$ cat src/rtl/mem_arb_pkg.sv
// ============================================================================
// mem_arb_pkg : state encoding and owner IDs shared by the RAM arbiter files
// Rev 1.0
// ============================================================================
`default_nettype none

package mem_arb_pkg;

    typedef enum logic [1:0] {
        IDLE    = 2'd0,
        ACCESS  = 2'd1,
        CAPTURE = 2'd2,
        RESP    = 2'd3
    } arb_state_e;

    localparam logic OWN_CPU = 1'b0;
    localparam logic OWN_LDR = 1'b1;

endpackage

`default_nettype wire

$ cat src/rtl/arb_pick2.sv
// ============================================================================
// arb_pick2 : combinational two-way picker; MEM_ARB_RR_EN selects round-robin
// Rev 1.0
// ============================================================================
`default_nettype none

module arb_pick2 (
    input  logic [1:0] req_i,
    input  logic       last_i,
    output logic       winner_o,
    output logic       valid_o
);
    import mem_arb_pkg::*;

    assign valid_o = |req_i;

`ifdef MEM_ARB_RR_EN
    // On a tie the requester that was not served last goes next.
    always_comb begin
        winner_o = OWN_CPU;
        if (req_i == 2'b11) begin
            winner_o = (last_i == OWN_LDR) ? OWN_CPU : OWN_LDR;
        end else if (req_i[1]) begin
            winner_o = OWN_LDR;
        end
    end
`else
    logic unused_last;
    assign unused_last = last_i;

    assign winner_o = req_i[1] ? OWN_LDR : OWN_CPU;
`endif

endmodule

`default_nettype wire

$ cat src/rtl/mem_arbiter.sv
// ============================================================================
// mem_arbiter : CPU/loader req-gnt-done arbiter for one RAM port; MEM_ARB_RR_EN
// Rev 1.0
// ============================================================================
`default_nettype none

module mem_arbiter #(
    parameter int WIDTH  = 32,
    parameter int AWIDTH = 32
) (
    input  logic              clk_i,
    input  logic              reset_i,
    input  logic              cpu_req_i,
    input  logic              cpu_wr_i,
    input  logic [AWIDTH-1:0] cpu_addr_i,
    input  logic [WIDTH-1:0]  cpu_wdata_i,
    output logic              cpu_gnt_o,
    output logic              cpu_done_o,
    output logic [WIDTH-1:0]  cpu_rdata_o,
    input  logic              ldr_req_i,
    input  logic              ldr_wr_i,
    input  logic [AWIDTH-1:0] ldr_addr_i,
    input  logic [WIDTH-1:0]  ldr_wdata_i,
    output logic              ldr_gnt_o,
    output logic              ldr_done_o,
    output logic [WIDTH-1:0]  ldr_rdata_o,
    output logic              ram_rd_o,
    output logic              ram_wr_o,
    output logic [AWIDTH-1:0] ram_addr_o,
    output logic [WIDTH-1:0]  ram_wdata_o,
    input  logic [WIDTH-1:0]  ram_rdata_i
);
    import mem_arb_pkg::*;

    arb_state_e        state_q, state_d;
    logic              owner_q, owner_d;
    logic              wr_q, wr_d;
    logic [AWIDTH-1:0] ram_addr_q, ram_addr_d;
    logic [WIDTH-1:0]  ram_wdata_q, ram_wdata_d;
    logic              ram_rd_q, ram_rd_d;
    logic              ram_wr_q, ram_wr_d;
    logic              cpu_gnt_q, cpu_gnt_d;
    logic              ldr_gnt_q, ldr_gnt_d;
    logic              cpu_done_q, cpu_done_d;
    logic              ldr_done_q, ldr_done_d;
    logic [WIDTH-1:0]  cpu_rdata_q, cpu_rdata_d;
    logic [WIDTH-1:0]  ldr_rdata_q, ldr_rdata_d;

    logic              pick_winner;
    logic              pick_valid;
    logic              last_w;

    arb_pick2 u_pick (
        .req_i    ({ldr_req_i, cpu_req_i}),
        .last_i   (last_w),
        .winner_o (pick_winner),
        .valid_o  (pick_valid)
    );

`ifdef MEM_ARB_RR_EN
    logic last_q, last_d;

    always_comb begin
        last_d = last_q;
        if (state_q == IDLE && pick_valid) begin
            last_d = pick_winner;
        end
    end

    // Starting from "loader served last" lets the CPU win the first tie.
    always_ff @(posedge clk_i) begin
        if (!reset_i) begin
            last_q <= OWN_LDR;
        end else begin
            last_q <= last_d;
        end
    end

    assign last_w = last_q;
`else
    assign last_w = OWN_LDR;
`endif

    always_comb begin
        state_d     = state_q;
        owner_d     = owner_q;
        wr_d        = wr_q;
        ram_addr_d  = ram_addr_q;
        ram_wdata_d = ram_wdata_q;
        ram_rd_d    = 1'b0;
        ram_wr_d    = 1'b0;
        cpu_gnt_d   = cpu_gnt_q;
        ldr_gnt_d   = ldr_gnt_q;
        cpu_done_d  = 1'b0;
        ldr_done_d  = 1'b0;
        cpu_rdata_d = cpu_rdata_q;
        ldr_rdata_d = ldr_rdata_q;

        case (state_q)
            IDLE: begin
                if (pick_valid) begin
                    state_d = ACCESS;
                    owner_d = pick_winner;
                    if (pick_winner == OWN_LDR) begin
                        wr_d        = ldr_wr_i;
                        ram_addr_d  = ldr_addr_i;
                        ram_wdata_d = ldr_wdata_i;
                        ldr_gnt_d   = 1'b1;
                    end else begin
                        wr_d        = cpu_wr_i;
                        ram_addr_d  = cpu_addr_i;
                        ram_wdata_d = cpu_wdata_i;
                        cpu_gnt_d   = 1'b1;
                    end
                    ram_rd_d = ~wr_d;
                    ram_wr_d = wr_d;
                end
            end
            ACCESS: begin
                state_d = CAPTURE;
            end
            CAPTURE: begin
                // RAM read data is valid now, one cycle after the strobe.
                state_d = RESP;
                if (owner_q == OWN_LDR) begin
                    ldr_done_d = 1'b1;
                    if (!wr_q) ldr_rdata_d = ram_rdata_i;
                end else begin
                    cpu_done_d = 1'b1;
                    if (!wr_q) cpu_rdata_d = ram_rdata_i;
                end
            end
            RESP: begin
                state_d     = IDLE;
                cpu_gnt_d   = 1'b0;
                ldr_gnt_d   = 1'b0;
                ram_addr_d  = '0;
                ram_wdata_d = '0;
            end
            default: begin
                state_d = IDLE;
            end
        endcase
    end

    always_ff @(posedge clk_i) begin
        if (!reset_i) begin
            state_q     <= IDLE;
            owner_q     <= OWN_CPU;
            wr_q        <= 1'b0;
            ram_addr_q  <= '0;
            ram_wdata_q <= '0;
            ram_rd_q    <= 1'b0;
            ram_wr_q    <= 1'b0;
            cpu_gnt_q   <= 1'b0;
            ldr_gnt_q   <= 1'b0;
            cpu_done_q  <= 1'b0;
            ldr_done_q  <= 1'b0;
            cpu_rdata_q <= '0;
            ldr_rdata_q <= '0;
        end else begin
            state_q     <= state_d;
            owner_q     <= owner_d;
            wr_q        <= wr_d;
            ram_addr_q  <= ram_addr_d;
            ram_wdata_q <= ram_wdata_d;
            ram_rd_q    <= ram_rd_d;
            ram_wr_q    <= ram_wr_d;
            cpu_gnt_q   <= cpu_gnt_d;
            ldr_gnt_q   <= ldr_gnt_d;
            cpu_done_q  <= cpu_done_d;
            ldr_done_q  <= ldr_done_d;
            cpu_rdata_q <= cpu_rdata_d;
            ldr_rdata_q <= ldr_rdata_d;
        end
    end

    assign cpu_gnt_o   = cpu_gnt_q;
    assign cpu_done_o  = cpu_done_q;
    assign cpu_rdata_o = cpu_rdata_q;
    assign ldr_gnt_o   = ldr_gnt_q;
    assign ldr_done_o  = ldr_done_q;
    assign ldr_rdata_o = ldr_rdata_q;
    assign ram_rd_o    = ram_rd_q;
    assign ram_wr_o    = ram_wr_q;
    assign ram_addr_o  = ram_addr_q;
    assign ram_wdata_o = ram_wdata_q;

endmodule

`default_nettype wire
$ cat config.mk
export PLATFORM = sky130hd
export DESIGN_NAME = mem_arbiter
export DESIGN_NICKNAME = d
export VERILOG_FILES = /design/src/rtl/mem_arb_pkg.sv /design/src/rtl/arb_pick2.sv /design/src/rtl/mem_arbiter.sv
export SDC_FILE = /design/constraint.sdc
export NUM_CORES = 1
export LEC_CHECK = 0
export ABC_CLOCK_PERIOD_IN_PS = 1800
export CAP_MARGIN = 10
export CORE_UTILIZATION = 37
export CTS_CLUSTER_DIAMETER = 150
export DETAILED_ROUTE_END_ITERATION = 16
export PLACE_DENSITY_LB_ADDON = 0.3
export SLEW_MARGIN = 20
export SYNTH_ARGS = -nofsm -noshare
export SYNTH_HDL_FRONTEND = slang
export SYNTH_SLANG_ARGS = --single-unit
$ cat constraint.sdc
create_clock -name clk_i -period 1.8 [get_ports clk_i]
set_clock_uncertainty 0.2 [all_clocks]
set_input_delay 0.27 -clock clk_i [delete_from_list [all_inputs] [get_ports clk_i]]
set_output_delay 0.27 -clock clk_i [all_outputs]
set_load 0.05 [all_outputs]
# Word level (Yosys, flattened, before mapping)
# Cells that the tools add are included.
totals:
  reg_bits: 138
  inputBits: 166
  out_inout_bits: 134
  elab_cells: 53
classes:
  eq_ne: 6
  n_mux: 20
  bitwise: 3
  reduce_logical: 11
op_table:
  columns: ["cell", "n"]
  rows:
  - ["$mux W32", 4]
  - ["$pmux W32 S2", 2]
  - ["$reduce_and A3 Y1", 5]
  - ["$mux W1", 10]
  - ["$pmux W2 S4", 1]
  - ["$ne A2 B2 Y1 const B", 3]
  - ["$reduce_and A2 Y1", 3]
  - ["$eq A2 B2 Y1 const B", 2]
  - ["$pmux W1 S2", 2]
  - ["$not A1 Y1", 3]
  - ["$eq A2 B1 Y1 const B", 1]
  - ["$logic_not A2 Y1", 1]
  - ["$mux W2", 1]
  - ["$reduce_bool A2 Y1", 1]
  - ["$reduce_or A2 Y1", 1]

# Depth between registers and ports, before layout
# Gate-level depths: netlist of the first run.
logic_depth:
  word_depth: 5
  mapped_depth: 8
  mapped_depth_nobuf: 5

# Modules after synthesis
# Synthesis of the first run repeated with hierarchy kept, for this count alone.
unflattened:
  hier_cells: 617
  area_unflattened_um2: 5609.1
modules_own_cells:
  columns: ["module", "instances", "cells_per_inst", "area_per_inst_um2", "seq_area_each_um2"]
  rows:
  - ["mem_arbiter", 1, 615, 5595.4, 2762.6]
  - ["arb_pick2", 1, 2, 13.8, 0.0]

# Least setup slack after synthesis of the first run
# OpenSTA, ideal clock, no wires.
synth_timing:
  path_type: "register to register"
  startpoint: "reg state_q[0]"
  endpoint: "reg cpu_gnt_q (netlist: cpu_gnt_o)"
  setup_ps: 117
  t_arrival_ps: 1436
  required_time_ps: 1483
  path_slack_ps: 46
  path_stages_with_launch: 8
  path_buffers: 2
  period_less_slack_ps: 1754
  path_cell_list: "dfxtp_1 inv_1 ha_1 buf_6 nand2b_4 buf_6 mux2_1 a32o_1"
synth_between:
  elab_chain_len: 3
  word_cells_on_any_way: 7
  classes_between: "eq/ne (3); mux (1); reduce/logical (3)"
synth_rtl:
  columns: ["element", "line_no", "source"]
  rows:
  - ["start, declared", "mem_arbiter.sv:35", "arb_state_e state_q, state_d;"]
  - ["start signal, assigned", "mem_arbiter.sv:162", "state_q <= state_d;"]
  - ["$logic_not A2 Y1 / $eq A2 B2 Y1 (equally long branches)", "mem_arbiter.sv:99", "case (state_q)"]
  - ["$ne A2 B2 Y1 (no source line) / $reduce_bool A2 Y1 (equally long branches)", null, null]
  - ["$reduce_and A3 Y1 (no source line)", null, null]
  - ["end signal, assigned", "mem_arbiter.sv:169", "cpu_gnt_q <= cpu_gnt_d;"]
  - ["end, declared", "mem_arbiter.sv:42", "logic cpu_gnt_q, cpu_gnt_d;"]
# Parallel ways exist; a longest one is shown, timed or not.
# A chain may end at the register's enable or synchronous reset.

# Worst setup path after layout of the first run
layout_timing:
  startpoint: "reg state_q[1]"
  endpoint: "reg ram_wdata_q[28] (netlist: ram_wdata_o[28])"
layout_between:
  elab_chain_len: 3
  word_cells_on_any_way: 6
  classes_between: "eq/ne (2); mux (1); reduce/logical (3)"
layout_rtl:
  columns: ["element", "line_no", "source"]
  rows:
  - ["$eq A2 B2 Y1 / $logic_not A2 Y1 (equally long branches)", "mem_arbiter.sv:99", null]
  - ["$reduce_bool A2 Y1 (no source line) / $ne A2 B2 Y1 (equally long branches)", null, null]
  - ["$reduce_and A2 Y1 (no source line)", null, null]
  - ["end signal, assigned", "mem_arbiter.sv:166", "ram_wdata_q <= ram_wdata_d;"]
  - ["end, declared", "mem_arbiter.sv:39", "logic [WIDTH-1:0] ram_wdata_q, ram_wdata_d;"]
# Parallel ways exist; a longest one is shown, timed or not.

==> flow_summary_export.csv, run 1 <==
group,metric,value,unit
yosys,syn-cell-area,6320,µm²
global_routing,grt_pass1_vias,6355,
power,swShare,0.443,
cts,clockBufferDepth,2,
drt,vias,6504,
worst_setup_path,cp.arrival,1840,ps
worst_hold_path,hold_end,"owner_q",
floorplanning,die_width,133,µm
power,pwr-share-clk,0.219,
floorplanning,core,16600,µm²
worst_setup_path,cp_max_fo,15,
cts,clk_latency,410,ps
worst_hold_path,min_from,"ldr_req_i",
floorplanning,die_h,133,µm
yosys,synthCells,779,
placement,dp_hpwl,14.0,mm
placement,placed_cells,1255,
global_routing,grt_max_degree,71,
cts,h-tree-depth,4,
power,fin_total_pwr,15.5,mW
layout,multi_input_area,3170,µm²
worst_hold_path,min_path_cells,3,
sta,relSlewSlack,0.754,
cts,clk_pin_slew,60,ps
drt,dr.pass1.iters,4,
sta,slew_violations,0,
global_routing,overflow,0,
yosys,synth-seq-cells,138,
global_routing,grt_util_all_layers,0.227,
global_routing,grt_pass1_wl,31.8,mm
layout,final_common_cell,"nand2_1",
floorplanning,start_util,0.380,
layout,final_layout_size_suffix_gt1_frac,0.207,
power,powerDensity,1570,nW/µm²
worst_setup_path,reg2reg_setup_slack,70,ps
yosys,avgSynthCellArea,8.12,µm²
drt,wl_per_cell,15.7,µm
worst_setup_path,cp_slowest_stage_delay,340,ps
worst_hold_path,hold_class,"in -> reg",
layout,syn_to_final_growth,56.7,%
layout,regArea,2760,µm²
layout,fillers,1510,
layout,final_cell_mix,"nand2_1, a21oi_1, clkdlybuf4s50_1, buf_4, dfxtp_1",
flow_run,maxCapViolCount,0,
worst_setup_path,end_kind,"flop",
power,switchingPower,6.88,mW
cts,cts_made_buffers,17,
yosys,synth_fp_nets,950,
global_routing,antenna_found_initial,0,
sta,max_freq,577,MHz
placement,port_buffers,299,
worst_setup_path,path_cells,"inv_1, ha_4, nor3b_4, nor2_4, buf_4, o221a_2",
drt,drtIter0Drc,390,
drt,routed_via_density,5.05,
outcome,status,"finished clean",
cts,clock_sinks,138,
layout,nets,1227,
drt,drc,0,
floorplanning,pin_count,300,
placement,gp_congestion,0.793,
power,leakage,4.07,nW
worst_setup_path,startpoint_type,"flop",
layout,antenna_cells,0,
sta,setup_viol,0,
power,peakVddDrop,0.927,mV
drt,ant_nets,0,
sta,tns,0,ps
sta,rsz0062_at_grt,"false",
sta,finalHoldViolations,0,
yosys,synth_cell_types,31,
worst_setup_path,crit_path_top_delay_cell,"dfxtp_2",
worst_setup_path,path_class,"reg -> reg",
power,p_int,8.64,mW
sta,worst_slew_pin_slew,369,ps
yosys,ys_seq_area_frac,0.437,
layout,final_cells,1289,
worst_setup_path,reg2reg_from,"state_q[1]",
cts,cts_tree,"yes",
power,seq_power_share,0.279,
floorplanning,dieArea,17600,µm²
sta,fin_crit_sh,0.964,
sta,fin_crit,1730,ps
worst_setup_path,critPathLaunch,"state_q[1]",
cts,root_buffer,"clkbuf_16",
floorplanning,rows,47,
power,comb_power_share,0.501,
drt,route.final.wire_length,20.2,mm
yosys,synth_warnings,0,
worst_setup_path,reg2regPathDepth,6,
worst_setup_path,crit_required,1910,ps
worst_setup_path,r2r-end,"ram_wdata_o[28]",
==> cells in the mapped netlist <==
cell / instances / area, µm²
a211oi_1: 1 / 7.51
a21boi_0: 1 / 7.51
a21oi_1: 196 / 981
a32o_1: 1 / 10.0
and3_1: 3 / 18.8
and3b_1: 1 / 8.76
buf_1: 2 / 7.51
buf_2: 28 / 140
buf_4: 4 / 30.0
buf_6: 9 / 101
clkbuf_1: 36 / 135
dfxtp_1: 138 / 2760
ha_1: 5 / 62.6
inv_1: 4 / 15.0
inv_2: 1 / 3.75
mux2_1: 1 / 11.3
nand2_1: 201 / 754
nand2b_1: 65 / 407
nand2b_4: 1 / 13.8
nand3b_1: 1 / 7.51
nor2_1: 3 / 11.3
nor2_4: 1 / 11.3
nor2b_1: 2 / 12.5
nor3b_2: 1 / 12.5
nor3b_4: 1 / 18.8
o21ai_0: 3 / 15.0
o221a_1: 60 / 676
o221a_2: 4 / 45.0
o221ai_1: 1 / 8.76
o22ai_1: 3 / 18.8
or3b_1: 1 / 8.76
==> final cells by class <==
type	instances	area share
tap	220	0.0278
clock buffer	18	0.0443
inverter	5	0.00189
clock inverter	14	0.0139
multi-input combinational	557	0.320
timing repair buffer	337	0.313
sequential	138	0.279
==> worst max-delay path: cells and delay by family (launching register included) <==
family / cells / cell delay [ps]
AOI/OAI and AO/OA: 1 / 270
adders and majority gates: 1 / 180
buffers and inverters: 2 / 310
DFF: 1 / 340
and+or+nand+nor: 2 / 340
==> flip-flops by register name, indices dropped and copies added (netlist names) <==
| register | count |
|---|---|
| cpu_done_o | 1 |
| cpu_gnt_o | 1 |
| cpu_rdata_o | 32 |
| ldr_done_o | 1 |
| ldr_gnt_o | 1 |
| ldr_rdata_o | 32 |
| owner_q | 1 |
| ram_addr_o | 32 |
| ram_rd_o | 1 |
| ram_wdata_o | 32 |
| ram_wr_o | 1 |
| state_q | 2 |
| wr_q | 1 |
==> power groups by stage <==
stage / Sequential, mW / Combinational [mW] / Clock (mW)
after floorplan: 6.86 / 2.74 / 0
after detailed placement: 4.35 / 7.76 / 0
after CTS: 4.32 / 7.77 / 3.46
after global routing: 4.42 / 8.24 / 3.59
final: 4.34 / 7.78 / 3.40
after global placement: 4.37 / 7.67 / 0
==> routing by layer <==
metal	share of wire	wire length (µm)	GRT usage
met5	0	0	0
met4	0.023	465	0.0868
met3	0.079	1590	0.0759
met2	0.47	9470	0.376
met1	0.43	8680	0.270
==> stage by stage <==
step	utilization	hold WS (ps)	setup slack [ps]	area, µm²
final	0.595	28.8	65.5	9910
after global routing	0.595	26.9	0.300	9910
after CTS	0.593	5.67	4.85	9880
after detailed placement	0.558	247	-127	9290
after global placement	0.558	242	-62.5	9290
after floorplan	-	206	46.4	6320
==> how the worst max path moves through the flow <==
stage,to,slack (ps),cells past startpoint
floorplan,cpu_gnt_o,50,7
global placement,cpu_gnt_o,-60,4
detailed placement,ram_wdata_o[28],-130,5
CTS,ram_wdata_o[28],5,6
global route,ram_wdata_o[26],0.3,6
finish,ram_wdata_o[28],70,6
==> kinds of logic after synthesis <==
logic type / synth area share
multiplexers: 0.00178
adder cells (fa/ha/maj): 0.00989
AND/OR/NAND/NOR: 0.203
flip-flops: 0.437
buffers and inverters: 0.0685
AO/OA/AOI/OAI: 0.280
==> what timing repair did <==
item | 4_1_cts | 5_1_grt
hold buffers | 0 | 0
gates cloned | 0 | 0
buffers inserted | 1 | 1
resized for setup | 1 | 6
setup endpoints to repair | 2 | 123
hold endpoints to repair | 0 | 0
No activity file was read; power rests on OpenSTA's default activity.
==> inputs of run 2 (changes only) <==
Settings changed: CORE_MARGIN set to 2.
==> run 2 against run 1 <==
Against the previous run: worst hold slack about the same; setup slack improved by 24 ps; sequential share of layout area down 0.12 points; register-to-register slack better by 20 ps; critical path depth did not move; fmax is 1.4% higher; global-route usage decreased by 0.96 points; first-iteration DRC count fell by 20%; highest routed layer is now met5; via count grew 0.68%; sequential power barely moved; die area increased by 3.0%; cell count is 0.16% lower; critical path type unchanged.
==> flow_summary_export.csv, run 2 (same netlist as run 1, synthesis figures left out) <==
group,metric,value,unit
outcome,status,"finished clean",
drt,top_layer,"met5",
flow_run,maxCapViolCount,0,
worst_setup_path,crit_required,1910,ps
floorplanning,start_util,0.380,
global_routing,grt_max_degree,80,
drt,dr.pass1.iters,5,
worst_setup_path,cp_max_fo,30,
sta,max_freq,585,MHz
sta,slew_violations,0,
worst_setup_path,end_kind,"flop",
global_routing,grt_pass1_wl,31.4,mm
layout,nets,1225,
layout,syn_to_final_growth,57.3,%
placement,port_buffers,299,
floorplanning,die_h,135,µm
cts,cts_made_buffers,17,
cts,root_buffer,"clkbuf_16",
worst_setup_path,crit_buf_inv,2,
sta,fin_ws,89.6,ps
global_routing,overflow,0,
layout,final_layout_size_suffix_gt1_frac,0.203,
worst_hold_path,min_path_cells,3,
sta,rsz0062_at_grt,"false",
global_routing,grt_pass1_vias,6243,
sta,relSlewSlack,0.802,
cts,clockBufferDepth,2,
drt,routed_via_density,5.09,
worst_setup_path,path_cells,"inv_2, ha_4, nor3b_4, nor2_4, buf_12, o221a_2",
cts,clock_sinks,138,
global_routing,antenna_found_initial,1,
global_routing,grt_util_all_layers,0.217,
placement,place_area,9310,µm²
power,peakVddDrop,0.754,mV
cts,cts_hold_buf,0,
floorplanning,pin_count,300,
cts,cts_tree,"yes",
drt,route.final.wire_length,20.4,mm
cts,clk_latency,410,ps
drt,drt-met1-wl,8.67,mm
layout,final_cell_mix,"nand2_1, a21oi_1, clkdlybuf4s50_1, buf_4, dfxtp_1",
placement,place_ws,-91.1,ps
drt,drtIter0Drc,313,
worst_setup_path,crit_path_top_delay_cell,"dfxtp_1",
drt,wl_per_cell,15.9,µm
sta,fin_crit_sh,0.950,
power,powerDensity,1560,nW/µm²
worst_setup_path,cp_num_cells,6,
cts,clk_pin_slew,60,ps
worst_hold_path,hold_class,"in -> reg",
layout,final_common_cell,"nand2_1",
worst_setup_path,cp_slowest_stage_delay,320,ps
placement,dp_hpwl,14.1,mm
sta,finalHoldViolations,0,
floorplanning,die_width,135,µm
cts,h-tree-depth,4,
drt,vias,6548,
worst_setup_path,reg2regPathDepth,6,
floorplanning,rows,47,
worst_setup_path,path_class,"reg -> reg",
worst_setup_path,cp.arrival,1820,ps
power,leakage,4.08,nW
worst_setup_path,cp_top_family,"simple AND/OR/NAND/NOR gates",
layout,utilization,0.598,
drt,ant_nets,0,
drt,met3_length,1.69,mm
sta,setup_viol,0,
drt,wl_met2,9.75,mm
worst_setup_path,startpoint_type,"flop",
layout,finish.instance_area,9950,µm²
sta,fin_crit,1710,ps
drt,drc,0,
layout,antenna_cells,0,
floorplanning,core,16600,µm²
floorplanning,dieArea,18200,µm²
placement,gp_congestion,0.784,
sta,worst_slew_pin_slew,297,ps
==> run 2: cell type report <==
type	instances	area, µm²
Fill cell	1501	6700
Clock buffer	18	439
Tap cell	220	275
Inverter	5	18.8
Timing Repair Buffer	335	3150
Sequential cell	138	2760
Clock inverter	14	129
Multi-Input combinational cell	557	3170
==> run 2: per-stage QoR <==
stage,hold slack [ps],setup TNS [ps],std cells,power [mW]
2_1_floorplan,206,0,779,9.61
3_3_place_gp,243,-690,1251,12.1
3_5_place_dp,248,-4260,1251,12.2
4_1_cts,19.2,0,1284,15.6
5_1_grt,30.6,0,1287,16.3
6_report,29.2,0,1287,15.5
==> run 2: timing repair <==
action / CTS / global route
setup buffers: 1 / 2
resized for setup: 0 / 4
endpoints found under the setup margin: 4 / 109
cloned: 0 / 1
==> run 2: power by group <==
part | switching (mW) | leakage [nW] | total [mW] | internal (mW)
clock network | 1.46 | 0.271 | 3.32 | 1.86
registers | 0.469 | 1.13 | 4.31 | 3.84
logic | 5.00 | 2.67 | 7.92 | 2.92
total | 6.93 | 4.08 | 15.5 | 8.62
==> run 2: tightest hold or removal path: cells and delay by family <==
family,cells,cell delay (ps)
buffers and inverters,2,260
AO/OA/AOI/OAI,1,50
==> run 2: routing by layer <==
| layer | vias up | track usage |
|---|---|---|
| met4 | 2 | 0.0661 |
| met2 | 241 | 0.363 |
| li1 | 3252 | - |
| met1 | 3032 | 0.260 |
| met5 | - | 0 |
| met3 | 21 | 0.0811 |
==> run 2: path summary, 6_finish.rpt <==
kind / startpoint / end / slack (ps)
worst max-delay path: state_q[0] / ram_wdata_o[27] / 90
worst min-delay path: reset_i / state_q[1] / 30
worst max register to register: state_q[0] / ram_wdata_o[27] / 90
worst min register to register: cpu_rdata_o[14] / cpu_rdata_o[14] / 250
==> inputs of run 3 (changes only) <==
Settings changed: HOLD_SLACK_MARGIN set to 0.08.
==> run 3 against run 2 <==
Against the previous run: first-iteration DRC count increased by 6.1%; register-to-register slack about the same; clock-buffer cell count unchanged; clock power about the same; cell count about the same; flip-flop and latch count unchanged; combinational power about the same; cell area increased by 0.10%; critical path depth unchanged; fmax about the same; worst hold slack improved by 200 ps; utilization increased by 0.060 points; critical path type unchanged; largest cell class unchanged; largest power group unchanged.
==> flow_summary_export.csv, run 3 (same netlist as run 1, synthesis figures left out) <==
group,metric,value,unit
floorplanning,die_h,135,µm
drt,vias,6572,
sta,slew_violations,0,
placement,place_area,9310,µm²
global_routing,grt_pass1_vias,6249,
sta,fin_ws,88.1,ps
cts,clock_sinks,138,
cts,root_buffer,"clkbuf_16",
placement,dp_hpwl,14.1,mm
placement,place_ws,-91.1,ps
drt,routed_via_density,5.10,
worst_setup_path,end_kind,"flop",
floorplanning,dieArea,18200,µm²
drt,ant_nets,0,
layout,syn_to_final_growth,57.5,%
global_routing,grt_util_all_layers,0.217,
worst_setup_path,path_class,"reg -> reg",
worst_setup_path,crit_required,1910,ps
layout,antenna_cells,0,
layout,finish.instance_area,9960,µm²
worst_setup_path,path_cells,"inv_2, ha_4, nor3b_4, nor2_4, buf_12, o221a_2",
drt,wl_per_cell,15.9,µm
floorplanning,die_width,135,µm
cts,cts_made_buffers,17,
layout,utilization,0.598,
power,peakVddDrop,0.754,mV
global_routing,grt_pass1_wl,31.5,mm
floorplanning,core,16600,µm²
power,powerDensity,1560,nW/µm²
drt,dr.pass1.iters,5,
drt,drtIter0Drc,332,
worst_setup_path,cp_slowest_stage_delay,320,ps
layout,final_cell_mix,"nand2_1, a21oi_1, clkdlybuf4s50_1, buf_4, dfxtp_1",
sta,worst_slew_pin_slew,290,ps
cts,clockBufferDepth,2,
floorplanning,start_util,0.380,
global_routing,grt_max_degree,80,
placement,port_buffers,299,
layout,final_layout_size_suffix_gt1_frac,0.203,
placement,gp_congestion,0.784,
sta,tns,0,ps
cts,clk_pin_slew,60,ps
sta,relSlewSlack,0.807,
cts,h-tree-depth,4,
outcome,status,"finished clean",
global_routing,antenna_found_initial,1,
sta,finalHoldViolations,0,
sta,fin_crit_sh,0.951,
sta,max_freq,584,MHz
global_routing,overflow,0,
sta,setup_viol,0,
power,leakage,4.08,nW
worst_setup_path,cp_max_fo,30,
worst_setup_path,crit_path_top_delay_cell,"dfxtp_1",
worst_setup_path,startpoint_type,"flop",
floorplanning,pin_count,300,
flow_run,maxCapViolCount,0,
worst_setup_path,cp.arrival,1820,ps
floorplanning,rows,47,
sta,rsz0062_at_grt,"false",
worst_hold_path,hold_class,"in -> reg",
sta,fin_crit,1710,ps
layout,nets,1226,
drt,drc,0,
cts,cts_tree,"yes",
power,fin_total_pwr,15.5,mW
layout,final_common_cell,"nand2_1",
cts,clk_latency,410,ps
drt,route.final.wire_length,20.5,mm
worst_setup_path,reg2reg_setup_slack,90,ps
[run 3: cell types whose count changed in the layout (fill, tap and decap cells not counted)]
cell / before / now
dlygate4sd3_1: 0 / 1
[run 3: final timing paths]
check                                startpoint              end  cells past startpoint
worst max-delay path                 state_q[0]  ram_wdata_o[27]                      6
worst min-delay path            ram_rdata_i[25]  cpu_rdata_o[25]                      3
worst max register to register       state_q[0]  ram_wdata_o[27]                      6
worst min register to register  cpu_rdata_o[14]  cpu_rdata_o[14]                      2
[run 3: per-stage QoR]
step / cells / hold slack, ps
6_report: 1288 / 226
5_1_grt: 1288 / 214
3_5_place_dp: 1251 / 248
2_1_floorplan: 779 / 206
4_1_cts: 1285 / 209
3_3_place_gp: 1251 / 243
[run 3: layer usage]
metal | track usage | routed length, µm
met4 | 0.0661 | 350
met3 | 0.0811 | 1790
met1 | 0.260 | 8560
met2 | 0.363 | 9760
met5 | 0 | 12
[run 3: repair_timing]
item	in CTS	in global routing
endpoints found under the setup margin	4	109
hold endpoints to repair	4	0
gates resized for setup	0	4
hold buffers	1	0
setup buffers	1	2
gates cloned	0	1
[run 3: report_power, final]
group / total [mW] / internal (mW) / switching (mW)
registers: 4.31 / 3.84 / 0.470
clock network: 3.32 / 1.86 / 1.47
logic: 7.91 / 2.92 / 4.99
total: 15.5 / 8.62 / 6.93
[run 3: layout make-up]
class,instances,area [µm²]
tap,220,275
multi-input combinational,557,3170
sequential,138,2760
timing repair buffer,336,3160
fill,1500,6690
clock inverter,14,129
inverter,5,18.8
clock buffer,18,439
[run 3: worst max-delay path: cells and delay by family (launching register included)]
family | cells | cell delay (ps)
AOI/OAI and AO/OA | 1 | 270
DFF | 1 | 320
and+or+nand+nor | 2 | 340
adders and majority gates | 1 | 190
buffers and inverters | 2 | 280
